### src/rtl/mem_port_arbiter.sv
// mem_port_arbiter: shares one single-ported memory between the fetch (imem) and
// data (dmem) ports. Requests are serialised through IDLE -> BUSY -> DONE. When both
// ports request at once, the data port wins unless it also won the previous grant.
// A watchdog ends a BUSY phase that the memory never acknowledges.
//
// state | meaning
// IDLE  | waiting for a request; a grant latches address, data and strobes
// BUSY  | strobes held toward memory; waiting for mem_ready or watchdog expiry
// DONE  | one-cycle ready pulse (with err) to the port that owned the transaction
module mem_port_arbiter #(
    parameter int ADDR_W  = 32,
    parameter int DATA_W  = 32,
    parameter int TIMEOUT = 64
) (
    input  logic              clk,
    input  logic              reset,
    input  logic [ADDR_W-1:0] imem_rd_addr,
    input  logic              imem_rd_enable,
    output logic [DATA_W-1:0] imem_rd_data,
    output logic              imem_rd_ready,
    output logic              imem_err,
    input  logic [ADDR_W-1:0] dmem_addr,
    input  logic              dmem_r_enable,
    input  logic              dmem_w_enable,
    input  logic [DATA_W-1:0] dmem_w_data,
    output logic [DATA_W-1:0] dmem_r_data,
    output logic              dmem_ready,
    output logic              dmem_err,
    output logic [ADDR_W-1:0] mem_addr,
    output logic              mem_r_enable,
    output logic              mem_w_enable,
    output logic [DATA_W-1:0] mem_w_data,
    input  logic [DATA_W-1:0] mem_r_data,
    input  logic              mem_ready
);

    typedef enum logic [1:0] {
        IDLE = 2'd0,
        BUSY = 2'd1,
        DONE = 2'd2
    } state_t;

    // Last BUSY count before abort. Unused when TIMEOUT is 0, which disables the watchdog.
    localparam logic [15:0] TO_LAST = (TIMEOUT == 0) ? 16'd0 : 16'(TIMEOUT - 1);
    localparam bit          WD_ON   = (TIMEOUT != 0);

    state_t      state;
    state_t      state_nxt;
    logic        last_grant;   // 1 = data port, 0 = fetch port
    logic        owner;        // same encoding as last_grant
    logic        err_q;
    logic [15:0] wd_count;

    logic req_d;
    logic grant_any;
    logic grant_d;
    logic ack;
    logic timeout;

    // Arbitration, acknowledge and watchdog-expiry decode.
    always_comb begin
        req_d     = dmem_r_enable | dmem_w_enable;
        grant_any = req_d | imem_rd_enable;
        grant_d   = req_d & (~imem_rd_enable | ~last_grant);
        ack       = (state == BUSY) & mem_ready;
        timeout   = WD_ON & (state == BUSY) & ~mem_ready & (wd_count == TO_LAST);
    end

    // State register.
    always_ff @(posedge clk) begin
        if (reset) state <= IDLE;
        else       state <= state_nxt;
    end

    // Next-state logic.
    always_comb begin
        state_nxt = state;
        case (state)
            IDLE:    if (grant_any)       state_nxt = BUSY;
            BUSY:    if (ack || timeout)  state_nxt = DONE;
            DONE:                         state_nxt = IDLE;
            default:                      state_nxt = IDLE;
        endcase
    end

    // Datapath: latch request at grant, capture read data, run watchdog.
    always_ff @(posedge clk) begin
        if (reset) begin
            last_grant   <= 1'b0;
            owner        <= 1'b0;
            err_q        <= 1'b0;
            wd_count     <= '0;
            mem_addr     <= '0;
            mem_w_data   <= '0;
            mem_r_enable <= 1'b0;
            mem_w_enable <= 1'b0;
            imem_rd_data <= '0;
            dmem_r_data  <= '0;
        end else begin
            case (state)
                IDLE: begin
                    if (grant_any) begin
                        owner        <= grant_d;
                        last_grant   <= grant_d;
                        err_q        <= 1'b0;
                        wd_count     <= '0;
                        mem_addr     <= grant_d ? dmem_addr : imem_rd_addr;
                        mem_w_data   <= grant_d ? dmem_w_data : '0;
                        // A simultaneous read and write on the data port performs only the write.
                        mem_w_enable <= grant_d & dmem_w_enable;
                        mem_r_enable <= ~(grant_d & dmem_w_enable);
                    end
                end
                BUSY: begin
                    wd_count <= wd_count + 16'd1;
                    if (ack) begin
                        mem_r_enable <= 1'b0;
                        mem_w_enable <= 1'b0;
                        err_q        <= 1'b0;
                        if (owner) dmem_r_data  <= mem_r_data;
                        else       imem_rd_data <= mem_r_data;
                    end else if (timeout) begin
                        mem_r_enable <= 1'b0;
                        mem_w_enable <= 1'b0;
                        err_q        <= 1'b1;
                    end
                end
                DONE: begin
                    wd_count <= '0;
                end
                default: begin
                    wd_count <= '0;
                end
            endcase
        end
    end

    // Completion pulses go only to the owner, and only during DONE.
    always_comb begin
        imem_rd_ready = (state == DONE) & ~owner;
        dmem_ready    = (state == DONE) & owner;
        imem_err      = imem_rd_ready & err_q;
        dmem_err      = dmem_ready & err_q;
    end

endmodule

### config.mk
export PLATFORM = sky130hd
export DESIGN_NAME = mem_port_arbiter
export DESIGN_NICKNAME = d
export VERILOG_FILES = /design/src/rtl/mem_port_arbiter.sv
export SDC_FILE = /design/constraint.sdc
export NUM_CORES = 1
export LEC_CHECK = 0
export CAP_MARGIN = 20
export CORE_ASPECT_RATIO = 1.5
export CORE_MARGIN = 4
export CORE_UTILIZATION = 40
export CTS_BUF_LIST = sky130_fd_sc_hd__clkbuf_8
export DETAILED_ROUTE_END_ITERATION = 16
export GPL_TIMING_DRIVEN = 0
export HOLD_SLACK_MARGIN = 0.02
export PLACE_DENSITY = 0.78
export REMOVE_ABC_BUFFERS = 1
export SYNTH_ARGS = -nofsm -noshare
export SYNTH_HDL_FRONTEND = slang
export SYNTH_SLANG_ARGS = --single-unit
### constraint.sdc
create_clock -name clk -period 2.2 [get_ports clk]
set_input_delay 0.55 -clock clk [delete_from_list [all_inputs] [get_ports clk]]
set_output_delay 0.55 -clock clk [all_outputs]
set_load 0.03 [all_outputs]
Word level (Yosys, flattened, before mapping)
Index checks and enable logic that the tools add are counted.
{ "classes": {"add_sub_neg": 1, "n_eq_ne": 6, "mux": 17, "bitwise": 16, "n_reduce_logical": 8} }
{ "ops": {"columns": ["operator", "n"], "rows": [
  ["$mux 32", 2],
  ["$pmux 16 s2", 1],
  ["$add 16x1->16 const B", 1],
  ["$eq 16x6->1 const B", 1],
  ["$mux 16", 1],
  ["$and 1x1->1", 9],
  ["$reduce_and 3->1", 3],
  ["$mux 1", 7],
  ["$pmux 1 s2", 3],
  ["$mux 2", 2],
  ["$not 1->1", 4],
  ["$pmux 2 s2", 1],
  ["$reduce_and 2->1", 2],
  ["$ne 3x3->1 const B", 1],
  ["$or 1x1->1", 3],
  ["$eq 2x1->1 const B", 1],
  ["$eq 2x2->1 const B", 1],
  ["$logic_not 2->1", 1],
  ["$ne 2x1->1 const B", 1],
  ["$ne 2x2->1 const B", 1],
  ["$reduce_bool 2->1", 1],
  ["$logic_or 1x1->1", 1]
]} }
{ "totals": {"register_bits": 150, "word_cells": 58} }

Depth between registers and ports, before layout
Gate-level depths: netlist of the first run.
{ "depth": {"ltp_word": 7, "mapped_depth": 8, "depth_no_buf": 5} }

Least setup slack after synthesis of the first run
Ideal clock, no wire load.
{ "synth_path": {"path_type": "flip-flop to output port", "from": "register owner", "to": "output imem_err", "arrival_ns": 1.616, "required_time_ns": 1.650, "path_slack_ns": 0.034, "stages_incl_launch_ff": 4, "n_path_buf": 1, "cell_sequence": "dfxtp_1 > buf_2 > nor3b_1 > and2_1"} }
{ "synth_via": {"elab_chain_len": 3} }
{ "synth_rtl": {"columns": ["element", "line", "rtl"], "rows": [
  ["from (decl)", "50", "logic owner;"],
  ["from (signal assigned)", "103", "owner <= grant_d;"],
  ["$not 1->1 (no source line)", null, null],
  ["$and 1x1->1", "140", "imem_rd_ready = (state == DONE) & ~owner;"],
  ["named net imem_rd_ready", "20", "output logic imem_rd_ready,"],
  ["$and 1x1->1", "142", "imem_err = imem_rd_ready & err_q;"],
  ["to (decl)", "21", "output logic imem_err,"]
]} }
The timed path passes the listed nets, and every way through them passes these cells.

Worst setup path in the final report of the first run
{ "layout_path": {"from": "register owner", "to": "output dmem_ready"} }
{ "layout_via": {"elab_chain_len": 1} }
{ "layout_rtl": {"columns": ["element", "line", "rtl"], "rows": [
  ["$and 1x1->1", "141", "dmem_ready = (state == DONE) & owner;"],
  ["to (decl)", "27", "output logic dmem_ready,"]
]} }
Every way passes these cells.

==> results.toml, run 1 <==
[synthesis]
synth_enable_flop_cells = 0
avgSynthCellArea_sq_um = 8.601
synthArstFlopShare = 0
synth_top_area_frac = 0.5157
synth_cell_types = 44
yosysSeqAreaShare = 0.5157
ys_top_cells_by_area = "dfxtp_1 (52%), nand2_1 (9.1%), a21oi_1 (6.5%), mux2i_1 (5.5%), nor2_1 (5.2%)"
yosys.area.top_type = "dfxtp_1"
ys_ff_latch = 150
syn_inst = 677
ys_warn_count = 0
syn-cell-area_sq_um = 5823
synth-main-ff-cell = "dfxtp_1"

[final_layout]
syn_to_final_growth_pct = 56.51
fin_nets = 1055
drive_gt1_frac = 0.06002
final_cell_mix = "clkdlybuf4s50_1 (262), dfxtp_1 (148), nand2_1 (141), nor2_1 (80), a21oi_1 (76)"
final_core_util = 0.6452
final_common_cell = "clkdlybuf4s50_1"
antenna_cells = 0
fillers = 1210
instances_no_fill = 1125

[pwr]
p_comb_frac = 0.246
p_seq_frac = 0.441
power_leakage_nw = 3.296
ir_worst_vdd_mv = 0.4241
p_sw_frac = 0.3123
p_sw_mw = 2.133
clkPwrFrac = 0.313
cellPowerDensity_nw_per_um2 = 749.4
cellInternalPower_mw = 4.697

[route]
drt_iter0_drc = 217
firstDrtPassIters = 4
drcViolationCount = 0
wire_per_inst_um = 15.82
via_per_inst = 5.106
vias = 5744
wl_um = 17800
antenna_left = 0

[global_routing]
grt_pass1_vias = 5523
grt_antenna_before_repair = 0
grt_pass1_wl_um = 27740
grt_overflow = 0
gr-usage-all-layers = 0.2081
grt_max_degree = 94

[worst_setup_path]
crit_chain = "and3b_1, clkdlybuf4s15_1"
critPathMaxStageDelay_ns = 0.49
startpoint_type = "register"
crit_buf_inv = 1
required_ns = 1.65
crit_family = "flip-flops"
path_max_fanout = 9
setup.worst_path.end_class = "primary output"
cp_slowest_cell = "dfxtp_2"
arrival_ns = 1.54
crit_type = "reg -> out"

[cts]
ctsLongestPathBuffers = 2
clock_tree.root_cell = "clkbuf_8"
cts_buffers = 17
clk_pin_slew_ns = 0.08
tritoncts = "built"
insertion_delay_ns = 0.43
cts.sinks = 150
htree_levels = 4
postCtsHoldBufs = 0

[outcome]
status = "complete, no violations"

[sta]
finalCritPeriodShare = 0.9499
drv_slew = 0
period_needed_ns = 2.090
fmax_mhz = 478.5
slew_headroom = 0.4758
setup_viol = 0
finalClockSkew_ns = 0.01902
worst_pin_slew_ns = 0.7844
hold_viol = 0
rsz0062_at_grt = "yes"

[run]
cap_violations = 0

[place]
place.gp.congestion = 0.8665
post-dp-hpwl_um = 13180
dp_cells = 1091
numPortBuffers = 267

[floorplan]
die_h_um = 155.8
design.die.area_sq_um = 16590
rows = 53
core_area_sq_um = 14120
initial_core_util = 0.4123
die_w_um = 106.5
io_pins = 268

[worst_hold_path]
worst_hold_path_type = "reg -> reg"
## per-layer routing
metal,part of all wire,global-route usage,vias to the layer above
li1,-,-,2856
met4,0.052,0.1152,0
met3,0.080,0.06004,47
met2,0.51,0.3684,235
met5,0,0,-
met1,0.36,0.2210,2606
## cell families after synthesis
kind of cell	count (synthesis)	synth area share
DFF	150	0.5157
buffers and inverters	53	0.04254
AOI/OAI and AO/OA	172	0.1889
and+or+nand+nor	269	0.1957
muxes	32	0.05501
adders and majority gates	1	0.002148
## final timing paths
| kind | from | end | slack [ns] | cells after the start |
|---|---|---|---|---|
| worst min register to register | imem_rd_data[23]$_SDFFE_PP0P_ | imem_rd_data[23]$_SDFFE_PP0P_ | 0.45 | 2 |
| worst max register to register | state[0]$_SDFFE_PP0P_ | imem_rd_data[1]$_SDFFE_PP0P_ | 0.15 | 5 |
| worst min-delay path | imem_rd_data[23]$_SDFFE_PP0P_ | imem_rd_data[23]$_SDFFE_PP0P_ | 0.45 | 2 |
| worst max-delay path | owner$_SDFFE_PP0P_ | dmem_ready | 0.11 | 2 |
## layout make-up
type                            instances  area [sq um]  area share
Clock inverter                         15         166.4     0.01826
Clock buffer                           17         234.0     0.02567
Tap cell                              192         240.2     0.02636
Timing Repair Buffer                  277          2851      0.3129
Sequential cell                       150          3005      0.3298
Multi-Input combinational cell        474          2616      0.2871
## stage by stage
step | cell area (sq um) | hold slack (ns) | setup WS (ns) | power (mW) | TNS, ns
6_report | 9114 | 0.4536 | 0.1103 | 6.830 | 0
5_1_grt | 9114 | 0.4729 | -0.004740 | 7.154 | -0.004740
4_1_cts | 9117 | 0.4571 | -0.06191 | 6.906 | -0.06191
3_5_place_dp | 8688 | 0.4455 | -0.4021 | 4.756 | -25.52
3_3_place_gp | 8488 | 0.4408 | -4.156 | 4.697 | -444.95
2_1_floorplan | 5575 | 0.4391 | -0.8778 | 3.886 | -35.49
## sequential cells by signal (all words and copies together) (netlist names)
name          cells
owner             1
imem_rd_data     32
dmem_r_data      32
err_q             1
wd_count         16
state             2
mem_w_data       32
mem_w_enable      1
mem_addr         32
mem_r_enable      1
## cells in the mapped netlist (all sizes together) (2+ instances only)
cell	count
and4	2
a31oi	5
or4	3
and2	4
nor2b	2
a41oi	2
nor4	2
a21oi	76
or3	3
nor2	82
a211oi	35
nand3	8
a22oi	34
nor3b	2
nand3b	2
dfxtp	150
and3	5
buf	27
o211ai	4
nor3	5
nand4	3
nand2	141
mux2i	32
a311oi	3
a21o	2
o21ai	5
clkbuf	26
## tightest hold or removal path, stage by stage, from the launching register on
cell and delay [ns]:
dfxtp_1 0.31, nand2_1 0.05, a21oi_1 0.05
## power by group through the flow
stage | combinational [mW] | sequential (mW) | clock [mW]
final | 1.68 | 3.01 | 2.14
after global routing | 1.81 | 3.04 | 2.31
after CTS | 1.70 | 3.01 | 2.20
after detailed placement | 1.68 | 3.07 | 0
after global placement | 1.63 | 3.06 | 0
after floorplan | 0.472 | 3.41 | 0
## timing repair
item / 4_1_cts / 5_1_grt
hold endpoints to repair: 0 / 0
endpoints found under the setup margin: 68 / 3
buffers inserted: 2 / 0
pin swaps: 1 / 0
resized for setup: 12 / 2
gates cloned: 0 / 0
Power figures use the tool's default switching activity.
==> run 2, diff against run 1 <==
ABC_CLOCK_PERIOD_IN_PS = 2200   (was default)
CORE_MARGIN = default   (was 4)
==> run 2 against run 1 <==
  * Global-route usage up 2.0 points
  * Clock skew down 0.0013 ns
  * Critical path depth up 1
  * Fmax up 1.1%
  * Routed wire length down 4.2%
  * Clock power down 7%
  * Die area down 9.3%
  * Worst setup slack better by 0.023 ns
  * Sequential cell count unchanged
  * Critical path type unchanged
  * Highest routed layer unchanged
==> results.toml, run 2 (synthesis gave the netlist of run 1 again) <==
[outcome]
status = "complete, no violations"

[cts]
ctsLongestPathBuffers = 2
postCtsHoldBufs = 0
tritoncts = "built"
insertion_delay_ns = 0.44
htree_levels = 4
clk_pin_slew_ns = 0.08
clock_tree.root_cell = "clkbuf_8"
cts_buffers = 17
cts.sinks = 150

[sta]
slew_headroom = 0.5895
finalCritPeriodShare = 0.9394
period_needed_ns = 2.067
drv_slew = 0
finalClockSkew_ns = 0.01773
worst_pin_slew_ns = 0.6111
setup_viol = 0
fmax_mhz = 483.9
hold_viol = 0
rsz0062_at_grt = "no"

[worst_setup_path]
crit_family = "flip-flops"
setup.worst_path.end_class = "primary output"
cp_slowest_cell = "dfxtp_2"
crit_cells = 3
required_ns = 1.65
reg2reg_to = "imem_rd_data[31]$_SDFFE_PP0P_"
crit_type = "reg -> out"
worstReg2RegStart = "state[0]$_SDFFE_PP0P_"
critPathMaxStageDelay_ns = 0.42
startpoint_type = "register"
r2r_cells = 5
path_max_fanout = 10
r2r_setup_slack_ns = 0.32
arrival_ns = 1.52
crit_buf_inv = 1
crit_chain = "nor3b_2, and2_1, clkdlybuf4s15_2"

[pwr]
power_leakage_nw = 3.280
p_sw_frac = 0.3115
cellPowerDensity_nw_per_um2 = 733.8
ir_worst_vdd_mv = 0.3783
total_power_mw = 6.678
p_sw_mw = 2.080
p_seq_frac = 0.451
cellInternalPower_mw = 4.598
clkPwrFrac = 0.297
p_comb_frac = 0.252

[worst_hold_path]
worst_hold_path_type = "reg -> reg"
hp-start = "dmem_r_data[30]$_SDFFE_PP0P_"
holdPathEnd = "dmem_r_data[30]$_SDFFE_PP0P_"
min_path_cells = 2

[floorplan]
rows = 53
die_w_um = 100.5
io_pins = 268
core_area_sq_um = 14120
die_h_um = 149.8
initial_core_util = 0.4123
design.die.area_sq_um = 15050

[global_routing]
gr-usage-all-layers = 0.2286
grt_overflow = 0
grt_antenna_before_repair = 0
grt_pass1_vias = 5345
grt_max_degree = 108
grt_pass1_wl_um = 26740

[place]
place.gp.congestion = 0.8351
post-dp-hpwl_um = 12500
numPortBuffers = 267
placed_area_sq_um = 8698

[final_layout]
fin_area_sq_um = 9101
syn_to_final_growth_pct = 56.30
fillers = 1189
drive_gt1_frac = 0.06223
final_common_cell = "clkdlybuf4s50_1"
multi_input_area_sq_um = 2618
fin_nets = 1055
regArea_sq_um = 3009
antenna_cells = 0
final_cell_mix = "clkdlybuf4s50_1 (262), dfxtp_1 (147), nand2_1 (141), nor2_1 (80), a21oi_1 (76)"

[route]
drcViolationCount = 0
via_per_inst = 5.040
wire_per_inst_um = 15.17
vias = 5665
antenna_left = 0
firstDrtPassIters = 4
drt_iter0_drc = 207
wl_um = 17060

[run]
cap_violations = 0
[run 2: power by group through the flow]
stage	clock network [mW]	registers [mW]	logic [mW]
6_report	1.99	3.01	1.68
5_1_grt	2.18	3.04	1.80
4_1_cts	2.05	3.01	1.69
3_5_place_dp	0	3.07	1.68
3_3_place_gp	0	3.06	1.62
2_1_floorplan	0	3.41	0.472
[run 2: layout make-up]
cell class / instances / share of cell area
clock inverters: 13 / 0.01320
clock buffers: 18 / 0.02722
well taps: 192 / 0.02640
multi-input cells: 474 / 0.2876
flip-flops and latches: 150 / 0.3306
repair buffers: 277 / 0.3150
[run 2: worst register-to-register path, stage by stage (launching register included)]
cell and delay, ns:
dfxtp_2 0.40, or2b_1 0.42, nor3b_4 0.52, buf_8 0.26
nand2_1 0.09, a21oi_1 0.13
[run 2: worst max-delay path by stage]
stage	to	slack, ns	startpoint
after global placement	wd_count[15]$_SDFFE_PP0P_	-4.22	reset
after CTS	imem_err	0.02	state[1]$_SDFFE_PP0P_
after detailed placement	mem_w_data[19]$_SDFFE_PP0P_	-0.33	dmem_w_enable
after floorplan	mem_w_data[0]$_SDFFE_PP0P_	-0.88	dmem_w_enable
final	imem_err	0.13	state[1]$_SDFFE_PP0P_
after global routing	imem_err	0.04	state[1]$_SDFFE_PP0P_
[run 2: timing repair]
action                                  CTS  global route
buffers inserted                          1             0
endpoints found under the setup margin   68            40
pin swaps                                 1             0
gates resized for setup                  14             6
[run 2: per-stage QoR]
stage          worst slack [ns]  hold WS [ns]  utilization  std cells  TNS [ns]
3_3_place_gp             -4.220        0.4406       0.6009       1083   -451.65
6_report                 0.1333        0.4542       0.6443       1124         0
3_5_place_dp            -0.3340        0.4453       0.6158       1092    -23.01
4_1_cts                 0.02453        0.4293       0.6429       1124         0
2_1_floorplan           -0.8778        0.4391            -        624    -35.49
5_1_grt                 0.03914        0.4396       0.6443       1124         0
[run 2: routing by layer]
layer	global-route usage	wire length, um	vias up
li1	-	-	2857
met1	0.2470	6466	2546
met2	0.3959	8854	229
met3	0.07333	1232	33
met4	0.1174	502	0
met5	0	0	-
